<file path="config.mk">
export PLATFORM = sky130hd
export DESIGN_NAME = rgb2gray
export DESIGN_NICKNAME = d
export VERILOG_FILES = /design/src/rtl/rgb2gray.sv
export SDC_FILE = /design/constraint.sdc
export NUM_CORES = 1
export LEC_CHECK = 0
export CAP_MARGIN = 40
export CORE_MARGIN = 1.5
export CORE_UTILIZATION = 64
export CTS_CLUSTER_SIZE = 24
export DETAILED_ROUTE_END_ITERATION = 10
export HOLD_SLACK_MARGIN = 0.02
export PLACE_DENSITY = 0.84
export SYNTH_ARGS = -nofsm -noshare
export SYNTH_HDL_FRONTEND = slang
export SYNTH_SLANG_ARGS = --single-unit
</file>
<file path="constraint.sdc">
create_clock -name tft_clk -period 8.95 [get_ports tft_clk]
set_input_delay 0.895 -clock tft_clk [delete_from_list [all_inputs] [get_ports tft_clk]]
set_output_delay 0.895 -clock tft_clk [all_outputs]
set_load 0.05 [all_outputs]
</file>
<file path="src/rtl/rgb2gray.sv">
// RGB565 to 8-bit grayscale converter, 3-stage pipeline with frame tagging.
// Tags sof/eof ride along with each pixel so the Sobel stage sees aligned markers.
module rgb2gray #(
    parameter logic [23:0] PIC_W = 24'd640,
    parameter logic [23:0] PIC_H = 24'd480
) (
    input  logic        tft_clk,
    input  logic        tft_rst,
    input  logic        ip_flag,
    input  logic [15:0] ip_data,
    output logic        op_flag,
    output logic [7:0]  op_data,
    output logic        op_sof,
    output logic        op_eof
);

    logic [23:0] col;
    logic [23:0] row;
    logic        col_last;
    logic        row_last;

    logic        v1, sof1, eof1;
    logic [7:0]  r8, g8, b8;

    logic        v2, sof2, eof2;
    logic [15:0] pr, pg, pb;

    logic [15:0] sum;
    logic [7:0]  gray;

    assign col_last = (col == PIC_W - 24'd1);
    assign row_last = (row == PIC_H - 24'd1);

    always_ff @(posedge tft_clk or posedge tft_rst) begin
        if (tft_rst) begin
            col <= '0;
            row <= '0;
        end else if (ip_flag) begin
            if (col_last) begin
                col <= '0;
                row <= row_last ? 24'd0 : row + 24'd1;
            end else begin
                col <= col + 24'd1;
            end
        end
    end

    // S1: replicate MSBs into LSBs so full-scale inputs map to 255
    always_ff @(posedge tft_clk or posedge tft_rst) begin
        if (tft_rst) begin
            v1   <= 1'b0;
            sof1 <= 1'b0;
            eof1 <= 1'b0;
            r8   <= '0;
            g8   <= '0;
            b8   <= '0;
        end else begin
            v1   <= ip_flag;
            sof1 <= ip_flag && (col == 24'd0) && (row == 24'd0);
            eof1 <= ip_flag && col_last && row_last;
            if (ip_flag) begin
                r8 <= {ip_data[15:11], ip_data[15:13]};
                g8 <= {ip_data[10:5], ip_data[10:9]};
                b8 <= {ip_data[4:0], ip_data[4:2]};
            end
        end
    end

    always_ff @(posedge tft_clk or posedge tft_rst) begin
        if (tft_rst) begin
            v2   <= 1'b0;
            sof2 <= 1'b0;
            eof2 <= 1'b0;
            pr   <= '0;
            pg   <= '0;
            pb   <= '0;
        end else begin
            v2   <= v1;
            sof2 <= sof1;
            eof2 <= eof1;
            if (v1) begin
                pr <= 16'(r8) * 16'd77;
                pg <= 16'(g8) * 16'd150;
                pb <= 16'(b8) * 16'd29;
            end
        end
    end

    // Weights sum to 256, so the 16-bit sum never overflows
    assign sum  = pr + pg + pb;
    assign gray = 8'(sum >> 8);

    always_ff @(posedge tft_clk or posedge tft_rst) begin
        if (tft_rst) begin
            op_flag <= 1'b0;
            op_sof  <= 1'b0;
            op_eof  <= 1'b0;
            op_data <= '0;
        end else begin
            op_flag <= v2;
            op_sof  <= sof2;
            op_eof  <= eof2;
            if (v2) begin
                op_data <= gray;
            end
        end
    end

endmodule

</file>
==> results_dict.tcl <==
set metrics [dict create \
    synth_area_sq_mm 0.00848 \
    die_area_sq_mm 0.0139 \
    synth.area.mux_share_pct 3.84 \
    fin_crit_sh_pct 43.9 \
    rsz0062_at_grt "no" \
    clock_latency_ps 430 \
    drt_iter0_drc 282 \
    fin_cells 1033 \
    reg2reg_slack_ps 5020 \
    crit_path_end_kind "flip-flop" \
    use_met1_pct 31.1 \
    seq_area_sq_mm 0.00310 \
    reg2reg_from "b8[6]" \
    overflow 0 \
    p_per_area_mw_per_mm2 322 \
    clk_pin_slew_ps 60 \
    syn-num-nets 982 \
    fin_crit_ps 3930 \
    synth.most_common_cell "dfrtp_1" \
    synth_top_family_by_area "adder cells" \
    worst_path_max_delay_cell "fa_1" \
    cp_cell_sequence "inv_1 -> fa_1 -> inv_1 -> ha_1 -> fa_1 -> ha_1 -> a21o_1 -> a21oi_1 -> o21bai_1 -> a21oi_1 -> o21bai_1 -> a2111o_1 -> o311ai_0" \
    tightest_slew_ps 704 \
    hold_violations 0 \
    grt_use_met2_pct 46.9 \
    clock_sinks 124 \
    ys_async_sr_fraction_pct 100 \
    timing.hold.ws_ps 349 \
    p_switching_mw 1.24 \
    report.final.slew_viol_count 0 \
    core_area_sq_mm 0.0128 \
    fp.dieH_um 118 \
    grt_max_degree 61 \
    swShare_pct 40.4 \
    yosysWarnings 0 \
    ioPinCount 30 \
    design_area_sq_mm 0.00955 \
    routed_via_density 5.85 \
    place_area_sq_mm 0.00897 \
    cp.arrival_ps 4230 \
    routedWlPerCell_um 16.3 \
    grt_pass1_vias 6495 \
    setup_viol 0 \
    power_mw 3.08 \
    grt_pass1_wl_mm 29.8 \
    synthSimpleGateAreaFrac_pct 12.1 \
    start_util_pct 66.4 \
    seqPwrFrac_pct 25.8 \
    cp_max_fo 6 \
    p_leak_nw 4.65 \
    slew_headroom_pct 53.0 \
    cts_tree "yes" \
    status "finished clean" \
    via_count 6040 \
    wl_mm 16.8 \
    finalNetCount 1019 \
    ys_top_cells_by_area "dfrtp_1 (37%), ha_1 (17%), fa_1 (8.7%)" \
    syn_inst 811 \
    n_fill_cell 828 \
    cp.depth 13 \
    min_delay_path_depth 0 \
    synth_fa_ha_area_share_pct 25.7 \
    fin_skew_ps 12.4 \
    p_int_mw 1.83 \
    crit_path_max_incr_delay_ps 590 \
    dp_hpwl_mm 12.5 \
    port_buffers 29 \
    synthTopCellsByCount "dfrtp_1 (124), ha_1 (115), inv_1 (96)" \
    met3_usage_pct 5.57 \
    cp_data_required_time_ps 9250 \
    combPwrFrac_pct 52.0 \
    worstHoldPathType "flip-flop to flip-flop" \
    cts.repair.resized 0 \
    synth_cell_types 66 \
    ys_ff_latch 124 \
    antenna_cells 0 \
    h-tree-depth 4 \
    synth_xor_area_share_pct 6.51 \
    root_buffer "clkbuf_16" \
    max_freq_ghz 0.255 \
    yosys.area.top_type "dfrtp_1" \
    synthFlopType "dfrtp_1" \
    numCtsBuffers 17 \
    power_frac_clock_pct 22.2 \
    setup-tns-final_ps 0 \
    startpoint_type "flip-flop" \
    postSynthAreaPerCell_sq_um 10.5 \
    fp-row-count 41 \
    antenna_found_initial 0 \
    gp_congestion 0.834 \
    synth_top_area_share_pct 36.6 \
    fin_ws_ps 5020 \
    chipWidth_um 118 \
    area_delta_synth_final_pct 12.7 \
    dr.pass1.iters 5 \
    crit_family "adder cells" \
    ant_nets 0 \
    critical_path.startpoint "b8[6]" \
    crit_end "pb[11]" \
    dp_slack_ps 5060 \
    cp_num_buf_inv 2 \
    multi_input_area_sq_mm 0.00495 \
    synth-compound-area-share_pct 10.2 \
    r2r_cells 13 \
    drc 0 \
    drive_above_1_share_pct 9.52 \
    drv_cap 0 \
    synth-seq-area-share_pct 36.6 \
    cts_buffer_depth 2 \
    placed_cells_incl_taps 1001 \
    grtUsageTotal_pct 26.6 \
    ir_drop_v 0.000163 \
    final_core_util_pct 74.8 \
    cts_setup_buffers 0 \
    r2r_end "pb[11]" \
    criticalPathCategory "flip-flop to flip-flop" \
    synth_edf_count 0 \
    busiest_layer "met2" \
    ctsHoldBuffers 0 \
]
## power groups by stage
stage                     Clock, mW  Combinational (mW)  Sequential [mW]
after detailed placement          0                1.57            0.805
after global placement            0                1.48            0.797
after global routing          0.718                1.78            0.811
final                         0.684                1.60            0.795
after CTS                     0.690                1.61            0.796
after floorplan                   0                1.17            0.835
## final cells by class
cell class	instances	area share [%]
inverter	96	3.80
clock inverter	14	1.65
clock buffer	18	4.49
tap	172	2.25
multi-input combinational	576	51.8
timing repair buffer	33	3.48
sequential	124	32.5
## kinds of logic after synthesis
| family | after synthesis |
|---|---|
| adder cells (fa/ha/maj) | 152 |
| buffers and inverters | 111 |
| flip-flops | 124 |
| XOR/XNOR | 63 |
| AND/OR/NAND/NOR | 205 |
| AO/OA/AOI/OAI | 127 |
| multiplexers | 29 |
## state kept, by name, summed over array words and instances (netlist names), 6 cells and up
name and count:
pg 15, pb 13, row 24, col 24
op_data 8, pr 15, g8 6
## layer usage
| metal | routed length, um | part of all wire [%] |
|---|---|---|
| met3 | 532 | 3.2 |
| met5 | 0 | 0 |
| met4 | 470 | 2.8 |
| met2 | 8780 | 52 |
| met1 | 7040 | 42 |
## layout by cell type, fill, tap and decap left out, types with 4 or more instances in the layout
| cell type | instances |
|---|---|
| ha_1 | 115 |
| inv_6 | 5 |
| or2_2 | 4 |
| mux2_2 | 28 |
| nor3_2 | 4 |
| nand2_1 | 61 |
| xnor2_1 | 49 |
| or3_1 | 8 |
| xor2_1 | 14 |
| o21ai_0 | 32 |
| a21o_1 | 13 |
| o21a_1 | 5 |
| o21ai_1 | 4 |
| a21oi_1 | 23 |
| clkdlybuf4s50_1 | 29 |
| clkbuf_16 | 17 |
| inv_1 | 95 |
| nor3_1 | 15 |
| nor4_1 | 10 |
| nand3_1 | 19 |
| o311ai_0 | 4 |
| dfrtp_1 | 123 |
| nand4_1 | 12 |
| nor2_1 | 44 |
| o21bai_1 | 5 |
| fa_1 | 37 |
| and3_1 | 9 |
| o211ai_1 | 4 |
## how the worst min path moves through the flow
stage          startpoint  endpoint  slack, ps
2_1_floorplan        eof1      eof2        330
3_3_place_gp         sof2    op_sof        330
3_5_place_dp         eof2    op_eof        340
4_1_cts              eof2    op_eof        350
5_1_grt              sof1      sof2        350
6_report             sof2    op_sof        350
## worst reg2reg max path, delay by kind of cell (launching register included)
kind / cells / cell delay (ps)
adders and majority gates: 4 / 1700
AOI/OAI and AO/OA: 7 / 1390
DFF: 1 / 440
buffers and inverters: 2 / 260
No activity file was read; power rests on OpenSTA's default activity.
